==> config.mk <==
export PLATFORM = sky130hd
export DESIGN_NAME = cache_miss_handler
export DESIGN_NICKNAME = d
export VERILOG_FILES = /design/src/rtl/cache_miss_handler_pkg.sv /design/src/rtl/cache_miss_handler_miss_fifo.sv /design/src/rtl/cache_miss_handler.sv
export SDC_FILE = /design/constraint.sdc
export NUM_CORES = 1
export LEC_CHECK = 0
export CORE_ASPECT_RATIO = 0.7
export CORE_MARGIN = 3
export CORE_UTILIZATION = 35
export CTS_BUF_LIST = sky130_fd_sc_hd__clkbuf_16
export CTS_CLUSTER_DIAMETER = 30
export CTS_CLUSTER_SIZE = 30
export DETAILED_ROUTE_END_ITERATION = 6
export GPL_TIMING_DRIVEN = 0
export HOLD_SLACK_MARGIN = 0.06
export SLEW_MARGIN = 20
export SYNTH_ARGS = -nofsm -noshare
export SYNTH_HDL_FRONTEND = slang
export SYNTH_SLANG_ARGS = --single-unit
==> constraint.sdc <==
create_clock -name clk -period 3.6 [get_ports clk]
set_input_delay 0.72 -clock clk [delete_from_list [all_inputs] [get_ports clk]]
set_output_delay 0.72 -clock clk [all_outputs]
set_load 0.01 [all_outputs]
==> src/rtl/cache_miss_handler_pkg.sv <==
// Shared definitions for the load-miss handler: opcodes, FSM encoding,
// the queued miss entry and the load-result formatter.
package cache_miss_handler_pkg;

    localparam logic [3:0] OP_LB = 4'd7;
    localparam logic [3:0] OP_LW = 4'd8;
    localparam logic [3:0] OP_SB = 4'd9;
    localparam logic [3:0] OP_SW = 4'd10;

    localparam int CMH_ADDR_W = 32;
    localparam int CMH_REG_W  = 6;

    typedef enum logic [1:0] {
        ST_IDLE = 2'd0,
        ST_REQ  = 2'd1,
        ST_WAIT = 2'd2,
        ST_DONE = 2'd3
    } cmh_state_e;

    typedef struct packed {
        logic [3:0]            optype;
        logic [CMH_ADDR_W-1:0] addr;
        logic [CMH_REG_W-1:0]  rtag;
        logic [31:0]           pc;
    } miss_entry_t;

    function automatic logic is_load_op(input logic [3:0] op);
        return (op == OP_LB) || (op == OP_LW);
    endfunction

    // LB returns byte 0 of the word, mirroring the cache hit path.
    function automatic logic [31:0] format_load(input logic [3:0] op, input logic [31:0] word);
        logic [31:0] res;
        case (op)
            OP_LB:   res = {24'h00_0000, word[7:0]};
            default: res = word;
        endcase
        return res;
    endfunction

endpackage

==> src/rtl/cache_miss_handler_miss_fifo.sv <==
// Synchronous FIFO holding pending load misses; flush empties it in one edge
// and overrides any push or pop in that cycle.
module miss_fifo #(
    parameter  int W     = 74,
    parameter  int DEPTH = 4,
    localparam int PW    = $clog2(DEPTH)
) (
    input  logic         clk,
    input  logic         rst,
    input  logic         push,
    input  logic [W-1:0] push_data,
    input  logic         pop,
    output logic [W-1:0] pop_data,
    input  logic         flush,
    output logic         full,
    output logic         empty,
    output logic [PW:0]  count
);

    localparam logic [PW:0] FULL_CNT = DEPTH[PW:0];

    logic [W-1:0]  mem_r [DEPTH];
    logic [PW-1:0] wr_ptr_r;
    logic [PW-1:0] rd_ptr_r;
    logic [PW:0]   count_r;
    logic          push_ok_s;
    logic          pop_ok_s;

    assign full      = (count_r == FULL_CNT);
    assign empty     = (count_r == {(PW+1){1'b0}});
    assign count     = count_r;
    assign pop_data  = mem_r[rd_ptr_r];
    assign push_ok_s = push && !full && !flush;
    assign pop_ok_s  = pop && !empty && !flush;

    // Storage write; entries need no reset because count gates every read.
    always_ff @(posedge clk) begin
        if (push_ok_s) begin
            mem_r[wr_ptr_r] <= push_data;
        end
    end

    // Pointer and occupancy tracking; pointers wrap modulo DEPTH.
    always_ff @(posedge clk) begin
        if (rst || flush) begin
            wr_ptr_r <= {PW{1'b0}};
            rd_ptr_r <= {PW{1'b0}};
            count_r  <= {(PW+1){1'b0}};
        end else begin
            if (push_ok_s) begin
                wr_ptr_r <= wr_ptr_r + PW'(1'b1);
            end
            if (pop_ok_s) begin
                rd_ptr_r <= rd_ptr_r + PW'(1'b1);
            end
            case ({push_ok_s, pop_ok_s})
                2'b10:   count_r <= count_r + (PW+1)'(1'b1);
                2'b01:   count_r <= count_r - (PW+1)'(1'b1);
                default: count_r <= count_r;
            endcase
        end
    end

endmodule

==> src/rtl/cache_miss_handler.sv <==
// Queues data-cache load misses, fetches each word from memory one request
// at a time, and returns the refill plus the formatted load result in order.
module cache_miss_handler
    import cache_miss_handler_pkg::*;
#(
    parameter int QDEPTH = 4,
    parameter int ADDR_W = 32,
    parameter int REG_W  = 6
) (
    input  logic              clk,
    input  logic              rst,
    input  logic              miss_valid,
    input  logic [3:0]        miss_optype,
    input  logic [ADDR_W-1:0] miss_addr,
    input  logic [REG_W-1:0]  miss_reg,
    input  logic [31:0]       miss_pc,
    output logic              miss_ready,
    input  logic              flush,
    output logic              mem_req_valid,
    input  logic              mem_req_ready,
    output logic [ADDR_W-1:0] mem_req_addr,
    input  logic              mem_resp_valid,
    input  logic [31:0]       mem_resp_data,
    output logic              fill_valid,
    output logic [ADDR_W-1:0] fill_addr,
    output logic [31:0]       fill_data,
    output logic              wb_valid,
    output logic [REG_W-1:0]  wb_reg,
    output logic [31:0]       wb_pc,
    output logic [31:0]       wb_data
);

    localparam int QPW = $clog2(QDEPTH);
    localparam logic [QPW:0]      QDEPTH_C  = QDEPTH[QPW:0];
    localparam logic [ADDR_W-1:0] WORD_MASK = ~ADDR_W'(2'b11);

    cmh_state_e        state_r;
    cmh_state_e        state_s;
    miss_entry_t       act_r;
    logic              squash_r;
    logic [31:0]       data_r;

    miss_entry_t       entry_s;
    miss_entry_t       fifo_head_s;
    logic              fifo_full_s;
    logic              fifo_empty_s;
    logic [QPW:0]      fifo_count_s;
    logic              push_s;
    logic              pop_s;
    logic [ADDR_W-1:0] word_addr_s;

    assign entry_s.optype = miss_optype;
    assign entry_s.addr   = CMH_ADDR_W'(miss_addr);
    assign entry_s.rtag   = CMH_REG_W'(miss_reg);
    assign entry_s.pc     = miss_pc;

    assign miss_ready = (fifo_count_s < QDEPTH_C);
    assign push_s     = miss_valid && !fifo_full_s && is_load_op(miss_optype) && !flush;
    assign pop_s      = (state_r == ST_IDLE) && !fifo_empty_s && !flush;

    miss_fifo #(
        .W     ($bits(miss_entry_t)),
        .DEPTH (QDEPTH)
    ) u_fifo (
        .clk       (clk),
        .rst       (rst),
        .push      (push_s),
        .push_data (entry_s),
        .pop       (pop_s),
        .pop_data  (fifo_head_s),
        .flush     (flush),
        .full      (fifo_full_s),
        .empty     (fifo_empty_s),
        .count     (fifo_count_s)
    );

    // Next-state logic for the single outstanding memory transaction.
    always_comb begin
        state_s = state_r;
        case (state_r)
            ST_IDLE: begin
                if (pop_s) state_s = ST_REQ;
                else       state_s = ST_IDLE;
            end
            ST_REQ: begin
                if (mem_req_ready) state_s = ST_WAIT;
                else               state_s = ST_REQ;
            end
            ST_WAIT: begin
                if (mem_resp_valid) state_s = ST_DONE;
                else                state_s = ST_WAIT;
            end
            ST_DONE: state_s = ST_IDLE;
            default: state_s = ST_IDLE;
        endcase
    end

    // State, active entry, squash flag and returned word.
    always_ff @(posedge clk) begin
        if (rst) begin
            state_r  <= ST_IDLE;
            act_r    <= '0;
            squash_r <= 1'b0;
            data_r   <= 32'h0000_0000;
        end else begin
            state_r <= state_s;
            if (pop_s) begin
                act_r    <= fifo_head_s;
                squash_r <= 1'b0;
            end else if (flush && ((state_r == ST_REQ) || (state_r == ST_WAIT))) begin
                // A squashed fetch still finishes its handshake so memory stays in step.
                squash_r <= 1'b1;
            end
            if ((state_r == ST_WAIT) && mem_resp_valid) begin
                data_r <= mem_resp_data;
            end
        end
    end

    assign word_addr_s   = act_r.addr[ADDR_W-1:0] & WORD_MASK;
    assign mem_req_valid = (state_r == ST_REQ);
    assign mem_req_addr  = word_addr_s;
    assign fill_valid    = (state_r == ST_DONE);
    assign fill_addr     = word_addr_s;
    assign fill_data     = data_r;
    // A flush arriving in DONE still has to kill the writeback.
    assign wb_valid      = (state_r == ST_DONE) && !squash_r && !flush;
    assign wb_reg        = act_r.rtag[REG_W-1:0];
    assign wb_pc         = act_r.pc;
    assign wb_data       = format_load(act_r.optype, data_r);

endmodule

* Word level (Yosys, flattened, before mapping)
Memory sizes are Yosys's and may differ from the RTL's. A register that Yosys moved wholly into a read port is not among the register bits. Index checks and enable logic that the tools add are counted. W data, S select, Z words.
Storage, ports and cells: flip-flop bits (word level) 42, memory bits (writable) 296, input bits 112, output and inout bits 170, logic and storage cells 53, memories 1
Operators by class: $add $sub $neg 4, magnitude comparators 1, equal/unequal tests 9, multiplexer cells 8, reductions and logical operators 24
Memories:
- u_fifo.mem_r | words 4, bits a word 74, read ports 1, clocked after memory_dff 1, write ports 1, line cache_miss_handler_miss_fifo.sv:22 | logic [W-1:0] mem_r [DEPTH];
Operators by type and width (number):
- $mux W32 | 1
- $logic_and A1 B1 Y1 | 13
- $eq A4 B3 Y1 const B | 2
- $pmux W2 S4 | 1
- $eq A2 B2 Y1 const B | 3
- $pmux W3 S2 | 1
- $add A2 B1 Y2 const B | 2
- $eq A2 B1 Y1 const B | 2
- $eq A4 B4 Y1 const B | 1
- $logic_not A1 Y1 | 4
- $mux W1 | 4
- $add A3 B1 Y3 const B | 1
- $eq A3 B3 Y1 const B | 1
- $logic_not A3 Y1 | 1
- $logic_or A1 B1 Y1 | 3
- $lt A3 B3 Y1 const B | 1
- $sub A3 B1 Y3 const B | 1
- $logic_not A2 Y1 | 1
- $mux W2 | 1
- $reduce_bool A2 Y1 | 1
- $reduce_or A2 Y1 | 1

* Logic depth before layout (Yosys ltp)
Gate-level depths: netlist (run 1).
depth after elaboration 9, mapped depth 11, mapped depth without buffers 11

* By module
From an unflattened synthesis (run 1), not the netlist that was laid out.
Second synthesis, totals: cell total of the unflattened synthesis 1060, area, all modules 16027.9 um^2
Modules (own cells, without submodules):
- miss_fifo | times used 1, cells an instance 443, area an instance 11200.7 um^2, sequential area each 9068.7 um^2
- cache_miss_handler | times used 1, cells an instance 617, area an instance 4827.1 um^2, sequential area each 2142.1 um^2

* Worst setup path before layout (run 1)
No wires, ideal clock.
path type input port to flip-flop, start input miss_optype[1], end memory u_fifo.mem_r[2][0], enable pin, setup time 0.438 ns, arrival 3.412 ns, required time 3.162 ns, path slack -0.250 ns, stages on the path 3, path buffers 0, path through or4b_1 -> a221oi_4 -> and2_1
Between the ends: word-level cells in the longest chain between the ends 8, elaborated cells on any way between the ends 9, those cells by class eq/ne: 2; mux: 2; reduce/logical: 5
Ends and longest elaborated chain:
- from (decl) | line cache_miss_handler.sv:13 | input logic [3:0] miss_optype,
- $eq A4 B3 Y1 or $eq A4 B4 Y1 (tied branches) | line cache_miss_handler_pkg.sv:28 | return (op == OP_LB) || (op == OP_LW);
- $logic_or A1 B1 Y1 (*) | line cache_miss_handler_pkg.sv:28
- $logic_and A1 B1 Y1 (*) (2 in a row) | line cache_miss_handler.sv:58 | assign push_s = miss_valid && !fifo_full_s && is_load_op(miss_optype) && !flush;
- $logic_and A1 B1 Y1 (*) (2 in a row) | line cache_miss_handler_miss_fifo.sv:33 | assign push_ok_s = push && !full && !flush;
- $mux W1 (*) | line cache_miss_handler_miss_fifo.sv:38 | if (push_ok_s) begin
- $mux W1 (not written as such) (*) | line cache_miss_handler_miss_fifo.sv:39 | mem_r[wr_ptr_r] <= push_data;
- to (decl) | line cache_miss_handler_miss_fifo.sv:22
Every way passes the cells marked *; elsewhere a longest branch is shown, timed or not.

* Final worst setup path (run 1)
start input miss_optype[3], end memory u_fifo.mem_r[3][65], enable pin
The elaborated chain is that of the path after synthesis.

==> results.md, run 1 <==
- Run status: finished clean
- Setup repair bufs after CTS: 0
- Initial Utilization: 0.358
- Final period util: 0.851
- Die area: 46400 um^2
- Placed cell area: 18900 um^2
- Worst R2R Setup Slack: 1.14 ns
- Family with the most delay on the worst path: simple AND/OR/NAND/NOR gates
- Worst path max stage delay: 0.68 ns
- Clk pin slew, worst setup/hold paths: 0.05 ns
- Top_reg_cell synth: edfxtp_1
- Startpoint class of the critical path: input port
- Iteration-0 DRC Markers: 399
- Tightest Hold Check Type: register to register
- DRC viols: 0
- RSZ-0062 raised after global routing: false
- Clock buffer depth: 3
- Pwr dens: 561 nW/um^2
- Worst path bufs/invs: 2
- Pleak: 7.42 nW
- Depth of the CTS H-tree: 3
- Peak VDD IR: 0.330 mV
- Global-route wire length before repair: 53700 um
- Max reg flops: 288
- Resize count post-CTS: 0
- Clock Skews: 0.0158 ns
- Tot GR Track Use: 0.152
- Final hold vios: 0
- CP endpoint kind: register
- Synth warn: 0
- Gr ovfl total: 0
- Syn_area_per_cell: 17.2 um^2
- Skew-Pair Late Insertion Delay: 0.57 ns
- IO Port Bufs: 275
- Final setup violation count: 0
- Setup Crit Path Kind: input port to register
- Post-synth EDFFs: 288
- CORE AREA: 42800 um^2
- Unique masters post-synth: 36
- Worst-path cell chain: clkdlybuf4s50_1 > or4b_1 > a221oi_4 > and2_4 > buf_12
- Ys async rst share: 0
- Final Util: 0.501
- Fmax: 0.326 GHz
- Tmin final: 3.06 ns
- Req. time, crit path: 3.85 ns
- CTS Hold Bufs: 0
- Crit-path max FO: 40
- Least-Margin Pin Slew: 0.792 ns
- Post-synth top area cell: edfxtp_1
- Setup TNS: 0 ns
- Vias in the first global route: 8949
- Share of cells above drive strength 1: 0.258
- Dominant cells by area after synthesis: edfxtp_1 (56%), dfxtp_1 (15%), mux4_2 (11%), buf_4 (5.4%), a22o_1 (4.1%)
- Most flops, register: u_fifo.mem_r
- Root buf cell: clkbuf_16
- Die X: 256 um
- IO Pins: 282
- Total power draw: 12.0 mW
- Antenna Cells: 0
- Syn Inst Count: 893
- Mapped Area: 15300 um^2
- Final instance area: 21400 um^2
- CTS tree: built
- Row count: 63
- Slowest stage cell, crit path: and2_4
- Initial antenna violation count: 3
- P&R area growth vs syn: 40.0%
- Dpl hpwl: 23000 um
- DR WL/cell: 18.6 um
- Global placer's final weighted congestion: 0.729
- DRT Pass-1 Iters: 5
- FF+latch count, synth: 402
- CTS Buf Count: 75
- Max-Cap Viols: 0
- Via count: 8545
- Largest net degree at the start of global routing: 42
- Slew HR: 0.472
- Die Y-Extent: 181 um
- Synth top area share: 0.564
- Most frequent cell after synthesis: edfxtp_1
- Clock sinks: 402
- Final nets: 1376
- Post-route ant nets: 0
- Via density per instance: 4.50
- Synth top cells by count: edfxtp_1 (288), dfxtp_1 (114), buf_4 (111), a22o_1 (72), mux4_2 (72)
- Wirelength, routed: 35300 um
- Max Slew Vio Count: 0
- WP data arrival: 3.31 ns
- Sequential-to-total area share from yosys stat: 0.713
## worst register-to-register path: cells and delay by family, from the launching register on
| family | cells | cell delay [ns] |
|---|---|---|
| xor gates and xnor gates | 1 | 0.15 |
| adders and majority gates | 3 | 0.74 |
| AOI/OAI and AO/OA | 1 | 0.13 |
| DFF | 1 | 0.33 |
| buffers and inverters | 3 | 0.30 |
| and+or+nand+nor | 3 | 0.73 |
## through the flow
step,setup slack (ns),hold slack (ns),instances
floorplan,0.526,0.440,896
global placement,-0.913,0.459,1756
detailed placement,-0.110,0.465,1761
CTS,0.501,0.473,1901
global route,0.419,0.489,1901
finish,0.536,0.473,1901
## area by class of cell
cell class,instances,area (um^2)
clock inverters,63,587
multi-input cells,330,3320
fillers,3579,21400
clock buffers,77,1930
repair buffers,280,2850
plain buffers,153,1060
flip-flops and latches,402,10900
well taps,585,732
inverters,11,41.3
## layout by cell type (no fill, tap or decap), types with 9 or more instances in the layout
cell	netlist	layout
clkinvlp_4	0	9
buf_4	111	111
inv_6	0	10
edfxtp_1	288	288
and2_1	29	25
nand2_1	71	71
a21oi_1	38	38
clkdlybuf4s50_1	0	275
ha_1	10	10
clkbuf_16	0	77
inv_1	11	17
a22o_1	72	72
clkinv_2	0	9
dfxtp_1	114	114
mux4_2	72	72
clkbuf_1	21	21
## power by group
group / internal, mW / switching [mW]
logic: 0.147 / 0.106
clock network: 4.39 / 2.41
registers: 4.98 / 0.00487
## per-layer routing
metal | part of all wire | global-route usage
met5 | 0.0013 | 0
met4 | 0.022 | 0.0476
met3 | 0.058 | 0.0444
met2 | 0.48 | 0.243
met1 | 0.44 | 0.200
## worst paths after layout
kind	startpoint	endpoint	cells after the start
worst min-delay path	fill_data[29]	fill_data[29]	2
worst min register to register	fill_data[29]	fill_data[29]	2
worst max register to register	state_r[0]	u_fifo.count[2]	11
worst max-delay path	miss_optype[3]	u_fifo.mem_r[3][65]	5
## logic make-up (layout without fill, tap and decap cells)
group,Yosys count,in the layout,share of synthesized area
other,1,4,0.000245
flip-flops,402,402,0.713
XOR/XNOR,2,2,0.00114
AO/OA/AOI/OAI,116,116,0.0580
multiplexers,74,74,0.107
adder cells (fa/ha/maj),11,11,0.00947
AND/OR/NAND/NOR,123,123,0.0387
buffers and inverters,164,584,0.0719
No activity file was read; power rests on OpenSTA's default activity.
==> inputs of run 2 (changes only) <==
- PLACE_DENSITY: not set -> 0.61
==> results.md, run 2 (synthesis results as in run 1) <==
- Clock network power share: 0.569 (was 0.565)
- Max reg flops: 288 (unchanged)
- Die area: 46400 um^2 (unchanged)
- Root buf cell: clkbuf_16 (unchanged)
- Vias in the first global route: 9106 (was 8949)
- Startpoint class of the critical path: input port (unchanged)
- DR WL/cell: 18.7 um (was 18.6 um)
- Max-Cap Viols: 0 (unchanged)
- Placed cell area: 18900 um^2 (about the same)
- Setup repair bufs after CTS: 0 (unchanged)
- Final hold vios: 0 (unchanged)
- WHS: 0.473 ns (about the same)
- Gr ovfl total: 0 (unchanged)
- Share of cells above drive strength 1: 0.253 (was 0.258)
- Iteration-0 DRC Markers: 503 (was 399)
- Crit path launch: miss_optype[1] (was miss_optype[3])
- Least-Margin Pin Slew: 0.799 ns (was 0.792 ns)
- Tot GR Track Use: 0.152 (about the same)
- Final instance area: 21500 um^2 (was 21400 um^2)
- DRT Pass-1 Iters: 4 (was 5)
- Pleak: 7.44 nW (was 7.42 nW)
- RSZ-0062 raised after global routing: false (unchanged)
- Via count: 8669 (was 8545)
- Hold path startpoint: wb_reg[5] (was fill_data[29])
- Resize count post-CTS: 0 (unchanged)
- Final setup violation count: 0 (unchanged)
- Initial Utilization: 0.358 (unchanged)
- Final period util: 0.854 (was 0.851)
- P&R area growth vs syn: 40.2% (was 40.0%)
- Most common cell after layout, fill and taps aside: edfxtp_1 (unchanged)
- Die X: 256 um (unchanged)
- Dpl hpwl: 22900 um (was 23000 um)
- Depth of the CTS H-tree: 3 (unchanged)
- CTS Hold Bufs: 0 (unchanged)
- Internal Power: 9.67 mW (was 9.51 mW)
- Most flops, register: u_fifo.mem_r (unchanged)
- Initial antenna violation count: 4 (was 3)
- Global placer's final weighted congestion: 0.770 (was 0.729)
- Finished Layout Cells: 1897 (was 1901)
- DRC viols: 0 (unchanged)
- CORE AREA: 42800 um^2 (unchanged)
- Run status: finished clean (unchanged)
- Clk pin slew, worst setup/hold paths: 0.05 ns (about the same)
- Die Y-Extent: 181 um (unchanged)
- P_sw: 2.49 mW (was 2.52 mW)
- CTS Buf Count: 73 (was 75)
- Fmax: 0.325 GHz (was 0.326 GHz)
- Placed insts: 1760 (was 1761)
- CP endpoint kind: register (unchanged)
- Reg2reg start: state_r[0] (unchanged)
- WP data arrival: 3.31 ns (about the same)
- Part of the power in registers: 0.410 (was 0.414)
- Clock buffer depth: 3 (unchanged)
- Req. time, crit path: 3.84 ns (was 3.85 ns)
- Skew-Pair Late Insertion Delay: 0.57 ns (about the same)
- Tightest Hold Check Type: register to register (unchanged)
- Crit-path max FO: 40 (unchanged)
- Tmin final: 3.07 ns (was 3.06 ns)
- Clock sinks: 402 (unchanged)
- Largest net degree at the start of global routing: 41 (was 42)
- Max Slew Vio Count: 0 (unchanged)
- Post-route ant nets: 0 (unchanged)
- Wirelength, routed: 35400 um (was 35300 um)
- IO Port Bufs: 275 (unchanged)
- Global-route wire length before repair: 53900 um (was 53700 um)
- Peak VDD IR: 0.440 mV (was 0.330 mV)
- CTS tree: built (unchanged)
- Part of the power in combinational logic: 0.021 (about the same)
- Most frequent cells in the layout: edfxtp_1 (288), clkdlybuf4s50_1 (275), dfxtp_1 (114), buf_4 (111), clkbuf_16 (76) (was edfxtp_1 (288), clkdlybuf4s50_1 (275), dfxtp_1 (114), buf_4 (111), clkbuf_16 (77))
- Clock Skews: 0.0173 ns (was 0.0158 ns)
- Final nets: 1373 (was 1376)
- Row count: 63 (unchanged)
- Sw Share: 0.205 (was 0.209)
- Via density per instance: 4.57 (was 4.50)
- Slew HR: 0.467 (was 0.472)
- IO Pins: 282 (unchanged)
- Pwr dens: 566 nW/um^2 (was 561 nW/um^2)
- Setup Crit Path Kind: input port to register (unchanged)
==> run 2: final timing paths <==
path | end | slack [ns] | cells past startpoint
worst min-delay path | wb_reg[5] | 0.47 | 1
worst max-delay path | u_fifo.mem_r[3][68] | 0.53 | 5
worst min register to register | wb_reg[5] | 0.47 | 1
worst max register to register | u_fifo.count[2] | 1.08 | 11
==> run 2: routing by layer <==
layer  vias to the layer above  part of all wire  track usage
met2                       245              0.47        0.241
met1                      4303              0.44        0.203
met5                         -            0.0015            0
met4                         6             0.022       0.0529
li1                       4049                 -            -
met3                        66             0.058       0.0425
==> run 2: through the flow <==
stage	power [mW]	utilization	setup WS [ns]	TNS (ns)
floorplan	5.14	-	0.526	0
global placement	5.32	0.440	-0.885	-248.98
detailed placement	5.33	0.442	-0.106	-11.18
CTS	12.3	0.502	0.506	0
global route	12.6	0.502	0.427	0
finish	12.2	0.502	0.526	0
==> run 2: critical path, cell delays in order <==
cell             delay [ns]
clkdlybuf4s50_1        0.50
or4b_1                 0.61
a221oi_4               0.45
and2_4                 0.68
buf_12                 0.30
==> run 2: cell type report <==
type / count / area (um^2)
Antenna cell: 1 / 2.50
Buffer: 153 / 1060
Clock buffer: 76 / 1900
Clock inverter: 60 / 638
Fill cell: 3566 / 21300
Inverter: 11 / 41.3
Multi-Input combinational cell: 330 / 3320
Sequential cell: 402 / 10900
Tap cell: 585 / 732
Timing Repair Buffer: 279 / 2860
==> run 2: power by group through the flow <==
stage,sequential (mW),clock [mW],combinational (mW)
after global placement,5.07,0,0.248
final,4.98,6.92,0.255
after global routing,4.98,7.31,0.276
after CTS,4.98,7.10,0.258
after floorplan,5.07,0,0.0673
after detailed placement,5.07,0,0.256
